**src/rtl/sevenseg_pkg.sv**
```systemverilog
// Shared constants and helpers for the multiplexed seven-segment scan driver.
// Glyphs are active-high {g,f,e,d,c,b,a}; polarity helpers map an active-high
// value onto the board pin level; calc_div turns clock/dwell into clk cycles.
package sevenseg_pkg;

  localparam int unsigned SEG_W   = 8;
  localparam int unsigned GLYPH_W = 7;

  localparam logic [GLYPH_W-1:0] GLYPH_0 = 7'h3F;
  localparam logic [GLYPH_W-1:0] GLYPH_1 = 7'h06;
  localparam logic [GLYPH_W-1:0] GLYPH_2 = 7'h5B;
  localparam logic [GLYPH_W-1:0] GLYPH_3 = 7'h4F;
  localparam logic [GLYPH_W-1:0] GLYPH_4 = 7'h66;
  localparam logic [GLYPH_W-1:0] GLYPH_5 = 7'h6D;
  localparam logic [GLYPH_W-1:0] GLYPH_6 = 7'h7D;
  localparam logic [GLYPH_W-1:0] GLYPH_7 = 7'h07;
  localparam logic [GLYPH_W-1:0] GLYPH_8 = 7'h7F;
  localparam logic [GLYPH_W-1:0] GLYPH_9 = 7'h6F;
  localparam logic [GLYPH_W-1:0] GLYPH_A = 7'h77;
  localparam logic [GLYPH_W-1:0] GLYPH_B = 7'h7C;  // lower-case b
  localparam logic [GLYPH_W-1:0] GLYPH_C = 7'h39;
  localparam logic [GLYPH_W-1:0] GLYPH_D = 7'h5E;  // lower-case d
  localparam logic [GLYPH_W-1:0] GLYPH_E = 7'h79;
  localparam logic [GLYPH_W-1:0] GLYPH_F = 7'h71;

  // Dwell length in clk cycles.
  function automatic int unsigned calc_div(input int unsigned clkfreq,
                                           input int unsigned scan_us);
    return (clkfreq / 32'd1000000) * scan_us;
  endfunction

  // Single pin level from an active-high request.
  function automatic logic pol_bit(input logic active, input logic act_low);
    return active ^ act_low;
  endfunction

  // Segment bus level from an active-high {dp,g..a} request.
  function automatic logic [SEG_W-1:0] pol_seg(input logic [SEG_W-1:0] active,
                                               input logic act_low);
    return active ^ {SEG_W{act_low}};
  endfunction

endpackage

```
**src/rtl/sevenseg_hex_decode.sv**
```systemverilog
// Combinational hex nibble to active-high seven-segment glyph.
// Ports: nib (4-bit hex value) -> glyph_c ({g,f,e,d,c,b,a}, active-high).
module sevenseg_hex_decode
  import sevenseg_pkg::*;
(
  input  logic [3:0]         nib,
  output logic [GLYPH_W-1:0] glyph_c
);

  always_comb begin
    glyph_c = GLYPH_0;
    unique case (nib)
      4'h0: glyph_c = GLYPH_0;
      4'h1: glyph_c = GLYPH_1;
      4'h2: glyph_c = GLYPH_2;
      4'h3: glyph_c = GLYPH_3;
      4'h4: glyph_c = GLYPH_4;
      4'h5: glyph_c = GLYPH_5;
      4'h6: glyph_c = GLYPH_6;
      4'h7: glyph_c = GLYPH_7;
      4'h8: glyph_c = GLYPH_8;
      4'h9: glyph_c = GLYPH_9;
      4'hA: glyph_c = GLYPH_A;
      4'hB: glyph_c = GLYPH_B;
      4'hC: glyph_c = GLYPH_C;
      4'hD: glyph_c = GLYPH_D;
      4'hE: glyph_c = GLYPH_E;
      4'hF: glyph_c = GLYPH_F;
    endcase
  end

endmodule

```
**src/rtl/sevenseg_scan_ctrl.sv**
```systemverilog
// Multiplexed seven-segment scan driver for NDIG digits on a shared segment bus.
// One digit is driven per dwell period; inputs are snapshotted once per frame so
// a frame never shows a mix of old and new values. Adds leading-zero suppression,
// per-digit blank/blink, PWM brightness and a dead cycle at each dwell start.
// Ports:
//   clk, rst_n  clock, synchronous active-low reset
//   dat         4*NDIG hex nibbles, digit 0 in dat[3:0] (rightmost)
//   dp          per-digit decimal point
//   blank       per-digit force dark
//   blink       per-digit dark during blink-off phase
//   lz_en       leading-zero suppression enable
//   bright      live PWM brightness, 0 = dark
//   an          anode enables (AN_ACT_LOW polarity), registered
//   seg         {dp,g,f,e,d,c,b,a} (SEG_ACT_LOW polarity), registered
//   ce_tick     one-clk pulse in the last cycle of each dwell
module sevenseg_scan_ctrl
  import sevenseg_pkg::*;
#(
  parameter int unsigned CLKFREQ      = 27000000,
  parameter int unsigned NDIG         = 4,
  parameter int unsigned SCAN_US      = 1000,
  parameter int unsigned PWM_BITS     = 4,
  parameter int unsigned BLINK_FRAMES = 128,
  parameter int unsigned AN_ACT_LOW   = 1,
  parameter int unsigned SEG_ACT_LOW  = 1
) (
  input  logic                  clk,
  input  logic                  rst_n,
  input  logic [4*NDIG-1:0]     dat,
  input  logic [NDIG-1:0]       dp,
  input  logic [NDIG-1:0]       blank,
  input  logic [NDIG-1:0]       blink,
  input  logic                  lz_en,
  input  logic [PWM_BITS-1:0]   bright,
  output logic [NDIG-1:0]       an,
  output logic [SEG_W-1:0]      seg,
  output logic                  ce_tick
);

  localparam int unsigned DIV     = calc_div(CLKFREQ, SCAN_US);
  localparam int unsigned PRESC_W = (DIV > 1) ? $clog2(DIV) : 1;
  localparam int unsigned IDX_W   = (NDIG > 1) ? $clog2(NDIG) : 1;
  localparam int unsigned FRAME_W = (BLINK_FRAMES > 1) ? $clog2(BLINK_FRAMES) : 1;
  localparam logic [PWM_BITS-1:0] PWM_MAX = '1;
  localparam logic AN_LOW  = (AN_ACT_LOW != 0);
  localparam logic SEG_LOW = (SEG_ACT_LOW != 0);

  // Elaboration-time parameter sanity.
  if (NDIG < 1) begin : g_bad_ndig
    $error("sevenseg_scan_ctrl: NDIG must be >= 1");
  end
  if (BLINK_FRAMES < 1) begin : g_bad_blink
    $error("sevenseg_scan_ctrl: BLINK_FRAMES must be >= 1");
  end
  if (DIV < (32'd1 << PWM_BITS)) begin : g_bad_div
    $error("sevenseg_scan_ctrl: dwell shorter than one PWM period");
  end

  logic [PRESC_W-1:0]  presc;
  logic [IDX_W-1:0]    idx;
  logic [PWM_BITS-1:0] pwm_cnt;
  logic                pwm_sat;
  logic [FRAME_W-1:0]  frame_cnt;
  logic                blink_on;

  logic [3:0]          nib_snap [NDIG];
  logic [NDIG-1:0]     dp_snap;
  logic [NDIG-1:0]     blank_snap;
  logic [NDIG-1:0]     blink_snap;
  logic                lz_snap;

  logic                frame_start;
  logic [NDIG-1:0]     supp;
  logic                zero_run;
  logic [3:0]          cur_nib;
  logic [GLYPH_W-1:0]  glyph;
  logic                pwm_on;
  logic                dark;
  logic                lit;
  logic [NDIG-1:0]     an_nxt;
  logic [SEG_W-1:0]    seg_nxt;

  // Frame boundary: last dwell of the last digit.
  assign frame_start = ce_tick && (idx == IDX_W'(NDIG - 1));
  assign cur_nib     = nib_snap[idx];

  sevenseg_hex_decode u_dec (
    .nib     (cur_nib),
    .glyph_c (glyph)
  );

  // Leading-zero mask: digit i>0 is suppressed while every nibble from the top down to i is 0.
  always_comb begin
    supp     = '0;
    zero_run = lz_snap;
    for (int i = int'(NDIG) - 1; i > 0; i--) begin
      zero_run = zero_run && (nib_snap[i] == 4'h0);
      supp[i]  = zero_run;
    end
  end

  // Next output levels from the current digit and PWM position.
  always_comb begin
    an_nxt  = '0;
    seg_nxt = '0;
    // Count 0 is the dead cycle; the held saturated count is off so full
    // brightness gives exactly 2**PWM_BITS-1 on-cycles per dwell.
    pwm_on  = (pwm_cnt != '0) && (pwm_cnt <= bright) && !pwm_sat;
    dark    = blank_snap[idx] || (blink_snap[idx] && !blink_on) || supp[idx];
    lit     = pwm_on && !dark;
    for (int i = 0; i < int'(NDIG); i++) begin
      an_nxt[i] = pol_bit(lit && (idx == IDX_W'(i)), AN_LOW);
    end
    seg_nxt = pol_seg(lit ? {dp_snap[idx], glyph} : '0, SEG_LOW);
  end

  // Prescaler, scan index, PWM counter, blink timing, snapshots and output registers.
  always_ff @(posedge clk) begin
    if (!rst_n) begin
      presc      <= '0;
      ce_tick    <= 1'b0;
      idx        <= '0;
      pwm_cnt    <= '0;
      pwm_sat    <= 1'b0;
      frame_cnt  <= '0;
      blink_on   <= 1'b1;
      for (int i = 0; i < int'(NDIG); i++) begin
        nib_snap[i] <= 4'h0;
      end
      dp_snap    <= '0;
      blank_snap <= '0;
      blink_snap <= '0;
      lz_snap    <= 1'b0;
      an         <= {NDIG{AN_LOW}};
      seg        <= {SEG_W{SEG_LOW}};
    end else begin
      // ce_tick is registered one cycle early so it is high exactly while presc == DIV-1.
      presc   <= ce_tick ? '0 : presc + PRESC_W'(1);
      ce_tick <= (presc == PRESC_W'(DIV - 2));

      if (ce_tick) begin
        pwm_cnt <= '0;
        pwm_sat <= 1'b0;
        idx     <= frame_start ? '0 : idx + IDX_W'(1);
      end else begin
        if (pwm_cnt != PWM_MAX) begin
          pwm_cnt <= pwm_cnt + PWM_BITS'(1);
        end
        pwm_sat <= (pwm_cnt == PWM_MAX);
      end

      if (frame_start) begin
        for (int i = 0; i < int'(NDIG); i++) begin
          nib_snap[i] <= dat[4*i +: 4];
        end
        dp_snap    <= dp;
        blank_snap <= blank;
        blink_snap <= blink;
        lz_snap    <= lz_en;
        if (frame_cnt == FRAME_W'(BLINK_FRAMES - 1)) begin
          frame_cnt <= '0;
          blink_on  <= !blink_on;
        end else begin
          frame_cnt <= frame_cnt + FRAME_W'(1);
        end
      end

      an  <= an_nxt;
      seg <= seg_nxt;
    end
  end

endmodule

```
**config.mk**
```make
export PLATFORM = sky130hd
export DESIGN_NAME = sevenseg_scan_ctrl
export DESIGN_NICKNAME = d
export VERILOG_FILES = /design/src/rtl/sevenseg_pkg.sv /design/src/rtl/sevenseg_hex_decode.sv /design/src/rtl/sevenseg_scan_ctrl.sv
export SDC_FILE = /design/constraint.sdc
export NUM_CORES = 1
export LEC_CHECK = 0
export CAP_MARGIN = 20
export CORE_ASPECT_RATIO = 0.5
export CORE_MARGIN = 2
export CORE_UTILIZATION = 45
export DETAILED_ROUTE_END_ITERATION = 10
export PLACE_DENSITY = 0.68
export SLEW_MARGIN = 20
export SYNTH_ARGS = -nofsm -noshare
export SYNTH_HDL_FRONTEND = slang
export SYNTH_HIERARCHICAL = 1
export SYNTH_SLANG_ARGS = --single-unit
```
**constraint.sdc**
```tcl
create_clock -name clk -period 2.6 [get_ports clk]
set_clock_uncertainty 0.15 [all_clocks]
set_input_delay 0.65 -clock clk [delete_from_list [all_inputs] [get_ports clk]]
set_output_delay 0.65 -clock clk [all_outputs]
set_load 0.02 [all_outputs]
```
# Word-level counts from Yosys, hierarchy flattened
# Memory sizes are Yosys's and may differ from the RTL's. A register that Yosys moved wholly into a read port is not among the register bits.
# Cells that the tools add are included.
# totals
regBits	56
wordCells	83
n_memories	2
romBits	112
ram_bits	16
# classes
muxes	21
addsub	4
n_bitwise	10
n_reduce_logical	24
eq_ne	7
order_cmp	2
# mem_list
memory	words	width	rd	rd_clocked_by_memory_dff	write_ports	line_no	source
(no name shown)	16	7	1	0	0	sevenseg_hex_decode.sv:12	unique case (nib)
nib_snap	4	4	4	1	4	sevenseg_scan_ctrl.sv:66	logic [3:0] nib_snap [NDIG];
# ops
operator	count
$mux 4	4
$add 15x1->15 const B	1
$eq 15x15->1 const B	1
$logic_and 1x1->1	12
$logic_not 4->1	3
$bmux 1 s2	4
$mux 1	8
$mux 8	1
$not 8->8	1
$add 7x1->7 const B	1
$eq 7x7->1 const B	1
$mux 7	1
$mux 2	3
$not 1->1	5
$add 4x1->4 const B	1
$eq 2x2->1 const B	2
$eq 4x4->1 const B	1
$le 4x4->1	1
$ne 4x4->1 const B	1
$or 1x1->1	4
$reduce_bool 4->1	1
$logic_not 1->1	3
$lt 2x3->1 const B	1
$add 2x1->2 const B	1
other kinds (5)	6

# Depth between registers and ports, before layout
# Gate-level depths: netlist of run 1.
# An unclocked memory read counts as a cell.
# logic_depth
depth_word	12
ltp_mapped	7

# Cells and area by module
# The synthesis of run 1 kept the hierarchy.
# modules_own_cells
mod	n_inst	area_per_inst_um2	seq_area_each_um2	cells_per_inst
sevenseg_scan_ctrl	1	3151.8	1641.6	309
sevenseg_hex_decode	1	287.8	0.0	33

# Worst setup path after synthesis of run 1
# Ideal clock, no wire load.
# synth_timing
path_kind	register to register
start	register idx[0]
end	register an[0]
setup_time_ns	0.130
path_buffers	2
period_less_slack_ns	2.199
path_stages_with_launch	7
path_slack_ns	0.401
arrival_time_ns	1.919
path_cell_list	dfxtp_1 -> buf_6 -> mux4_2 -> or4b_1 -> a221oi_2 -> buf_6 -> nand3_1
# synth_via
elab_chain_len	9
# synth_rtl
element	line_no	source
from (decl)	sevenseg_scan_ctrl.sv:60	logic [IDX_W-1:0] idx;
from (signal assigned)	sevenseg_scan_ctrl.sv:144	idx <= frame_start ? '0 : idx + IDX_W'(1);
$bmux 1 s2	sevenseg_scan_ctrl.sv:109	dark = blank_snap[idx] || (blink_snap[idx] && !blink_on) || supp[idx];
$mux 1 (implied by the code)	sevenseg_scan_ctrl.sv:109	
$logic_and 1x1->1	sevenseg_scan_ctrl.sv:109	
$logic_or 1x1->1 (2 in series)	sevenseg_scan_ctrl.sv:109	
$logic_not 1->1	sevenseg_scan_ctrl.sv:110	lit = pwm_on && !dark;
$logic_and 1x1->1	sevenseg_scan_ctrl.sv:110	
$logic_and 1x1->1 (*)	sevenseg_scan_ctrl.sv:112	an_nxt[i] = pol_bit(lit && (idx == IDX_W'(i)), AN_LOW);
$not 1->1 (no source line) (*)	--	
to (signal assigned)	sevenseg_scan_ctrl.sv:134	an <= {NDIG{AN_LOW}};
to (signal assigned)	sevenseg_scan_ctrl.sv:168	an <= an_nxt;
to (decl)	sevenseg_scan_ctrl.sv:35	output logic [NDIG-1:0] an,
# Mark *: on every way between the ends. The rest lies on a longest branch, timed or not. The select of a mux whose other input is x is not followed.
# A chain may end at the register's enable or synchronous reset.

==> metrics.md, run 1 <==
| Metric | Value |
|---|---|
| Main synth FF type | dfxtp_1 |
| Hold crit path type | flop to flop |
| RSZ-0062 raised after global routing | false |
| Layout cells sized above 1 | 7.58% |
| Critical Path Fanout Max | 5 |
| Met2 GRT Util | 32.0% |
| Reg2Reg Capture Point | seg[3] |
| Register area share after synthesis | between 40% and 50% |
| Core Area | ~7400 um^2 |
| Reg2reg setup slack | 0.25 ns |
| Post-synthesis async set-or-reset flop share | 0% |
| Most used routing layer in global routing | met2 |
| WL/cell | between 10 and 15 um |
| DRT Pass-1 Iters | 4 |
| Die ar. | approximately 8400 um^2 |
| Postcts setup bufs | 0 |
| Hold Fails Final Rpt | 0 |
| Port Buf Inserts | 47 |
| Worst-margin pin slew | between 0.4 and 0.5 ns |
| Synthesized area per cell | approximately 10 um^2 |
| Required @ worst endpoint | ~2.7 ns |
| Largest net degree at the start of global routing | 41 |
| M1 GR Usage | 21.6% |
| Final nets | about 450 |
| Peak supply drop | 359 uV |
| Cell variety after synth | 40 |
| Initial antenna violation count | 0 |
| DRC | 0 |
| Power Density | 605 nW/um^2 |
| Area growth syn-to-layout | 24.6% |
| Hold path depth | 2 |
| Post-synth net total | between 300 and 400 |
| Total track usage | a little under a fifth |
| Tightest hold margin | 0.311 ns |
| DPL Wire Length | between 5 and 6 mm |
| Hold Buf Count CTS | 0 |
| Commonest non-fill, non-tap cells in the layout | 58 x dfxtp_1, 47 x clkdlybuf4s50_1, 40 x nand2_1 |
| Crit end category | flop |
| CP arrival | ~2.5 ns |
| Global-route wire length before repair | ~12 mm |
| Relative slew slack | around 70% |
| Synth warn | 6 |
| Clock Sinks | between 70 and 80 |
| Outcome | finished, final reports clean |
| Post-synth EDFFs | 16 |
| Clk slew on worst S/H paths | 0.05 ns |
| H-tree depth | 3 |
| Cells on worst reg2reg path | 6 |
| Met3 Usage GRT | under 10% |
| Max Freq | 0.425 GHz |
| # setup viols final | 0 |
| N_diodes | 0 |
| Synth Register Bits | 74 |
| Die Height | 65.8 um |
| Gpl congestion | just over 0.8 |
| Most common cell after layout, fill and taps aside | dfxtp_1 |
| IO Pins | between 40 and 50 |
| Max Root-Sink Buffers | 2 |
| Grt total ovfl | 0 |
| Tcrit/Tclk final | around 90% |
| Initial core utilization | between 40% and 50% |
| Die W | between 100 and 150 um |
| Worst skew pair latency | around 0.34 ns |
| Max-cap viol count | 0 |
| Max-slew violation count | 0 |
| Cell Area, Synth | 3440 um^2 |
| Final ANT Viol Nets | 0 |
| Setup TNS | 0 ns |
| Vias per inst | about 5.2 |
| Drt first-iter violations | roughly 150 |
| Startpoint Class | flop |
| Leak pwr | 1.67 nW |
| Clock Root Buffer | clkbuf_16 |
| Placement Rows | 22 |
| Minimum clock period | ~2.4 ns |
| Setup CP Type | flop to flop |
| CTS Buf Count | 9 |
| Worst setup endpoint | seg[3] |
| DR vias | ~2600 |
| Vias in the first global route | around 2600 |
| CTS tree | done |
| Pwr Total | ~2.6 mW |
| Synth Instances | 342 |
| Routed wire length | between 6 and 7 mm |
| Post-CTS Resized | 0 |
## worst min-delay path by stage
stage                       start       endpoint  slack, ns
detailed placement  blank_snap[1]  blank_snap[1]       0.31
global placement       dp_snap[2]     dp_snap[2]       0.30
finish              blank_snap[1]  blank_snap[1]       0.31
floorplan                presc[0]       presc[0]       0.29
CTS                 blank_snap[1]  blank_snap[1]       0.32
global route        blank_snap[2]  blank_snap[2]       0.35
## flip-flops by register name, indices dropped and copies added (netlist names), named ones only
register,count
blink_on,1
ce_tick,1
idx,2
presc,15
frame_cnt,7
pwm_sat,1
an,4
seg,8
pwm_cnt,4
dp_snap,4
nib_snap,16
blank_snap,4
blink_snap,4
lz_snap,1
## synthesized netlist by cell type (all sizes together), types with 4 or more instances
library cell	number	share of area, %
a21boi	14	3.1
buf	4	1.1
inv	18	2.0
clkbuf	14	1.5
and2	5	0.91
and3	17	3.1
xor2	12	3.1
nor4	4	0.73
o21ai	7	1.0
a21oi	7	1.0
ha	20	7.3
dfxtp	58	34
nand3	26	3.8
nand4	8	1.5
nor2	22	2.4
mux4	8	5.6
xnor2	6	1.5
nor3	4	0.58
edfxtp	16	14
mux2i	4	1.2
nand2	40	4.4
## cell type report
| cell class | instances | area, um^2 |
|---|---|---|
| fillers | 633 | 3090 |
| multi-input cells | 232 | 1640 |
| inverters | 18 | 67.6 |
| repair buffers | 56 | 538 |
| well taps | 96 | 120 |
| flip-flops and latches | 74 | 1640 |
| clock inverters | 5 | 46.3 |
| clock buffers | 11 | 233 |
## report_power, final
| part | switching (mW) | total, mW | internal [mW] |
|---|---|---|---|
| Sequential | 0.0200 | 1.22 | 1.20 |
| Clock | 0.441 | 1.17 | 0.731 |
| Combinational | 0.0870 | 0.198 | 0.111 |
| Total | 0.548 | 2.59 | 2.04 |
## per-layer routing
| metal | share of wire [%] | vias up |
|---|---|---|
| met5 | 0 | - |
| met4 | 1.1 | 0 |
| met3 | 4.3 | 7 |
| met2 | 49 | 36 |
| met1 | 46 | 1243 |
| li1 | - | 1295 |
## worst max-delay path: stages, from the launching register on
cell     delay [ns]
dfxtp_1        0.47
mux4_2         0.61
inv_1          0.15
ha_1           0.27
inv_1          0.06
mux4_1         0.50
nand3_1        0.08
## cell families (layout without fill, tap and decap cells)
| group | after synthesis | count (layout) | synth area share, % |
|---|---|---|---|
| compound gates | 37 | 37 | 7.42 |
| xor+xnor | 18 | 18 | 4.58 |
| fa+ha+maj | 20 | 20 | 7.28 |
| buf+inv | 36 | 90 | 4.62 |
| flops | 74 | 74 | 47.7 |
| mux | 15 | 15 | 7.71 |
| simple gates | 142 | 142 | 20.7 |
## metrics by stage
| step | worst slack, ns | utilization (%) | cell area [um^2] | cells |
|---|---|---|---|---|
| 6_report | 0.246 | 58.1 | 4290 | 492 |
| 3_5_place_dp | -0.0258 | 54.3 | 4010 | 476 |
| 2_1_floorplan | 0.401 | - | 3440 | 342 |
| 4_1_cts | 0.239 | 58.1 | 4290 | 492 |
| 5_1_grt | 0.0840 | 58.1 | 4290 | 492 |
| 3_3_place_gp | 0.0610 | 54.3 | 4010 | 476 |
(Power assumes the default switching activity.)
==> run 2, diff against run 1 <==
--- a/config.mk
+++ b/config.mk
@@ -10,6 +10,7 @@
 export CORE_MARGIN = 2
 export CORE_UTILIZATION = 45
 export DETAILED_ROUTE_END_ITERATION = 10
+export GPL_TIMING_DRIVEN = 1
 export PLACE_DENSITY = 0.68
 export SLEW_MARGIN = 20
 export SYNTH_ARGS = -nofsm -noshare
==> results of run 2 <==
Same layout as run 1: the final DEF is identical, and so are final timing and power.
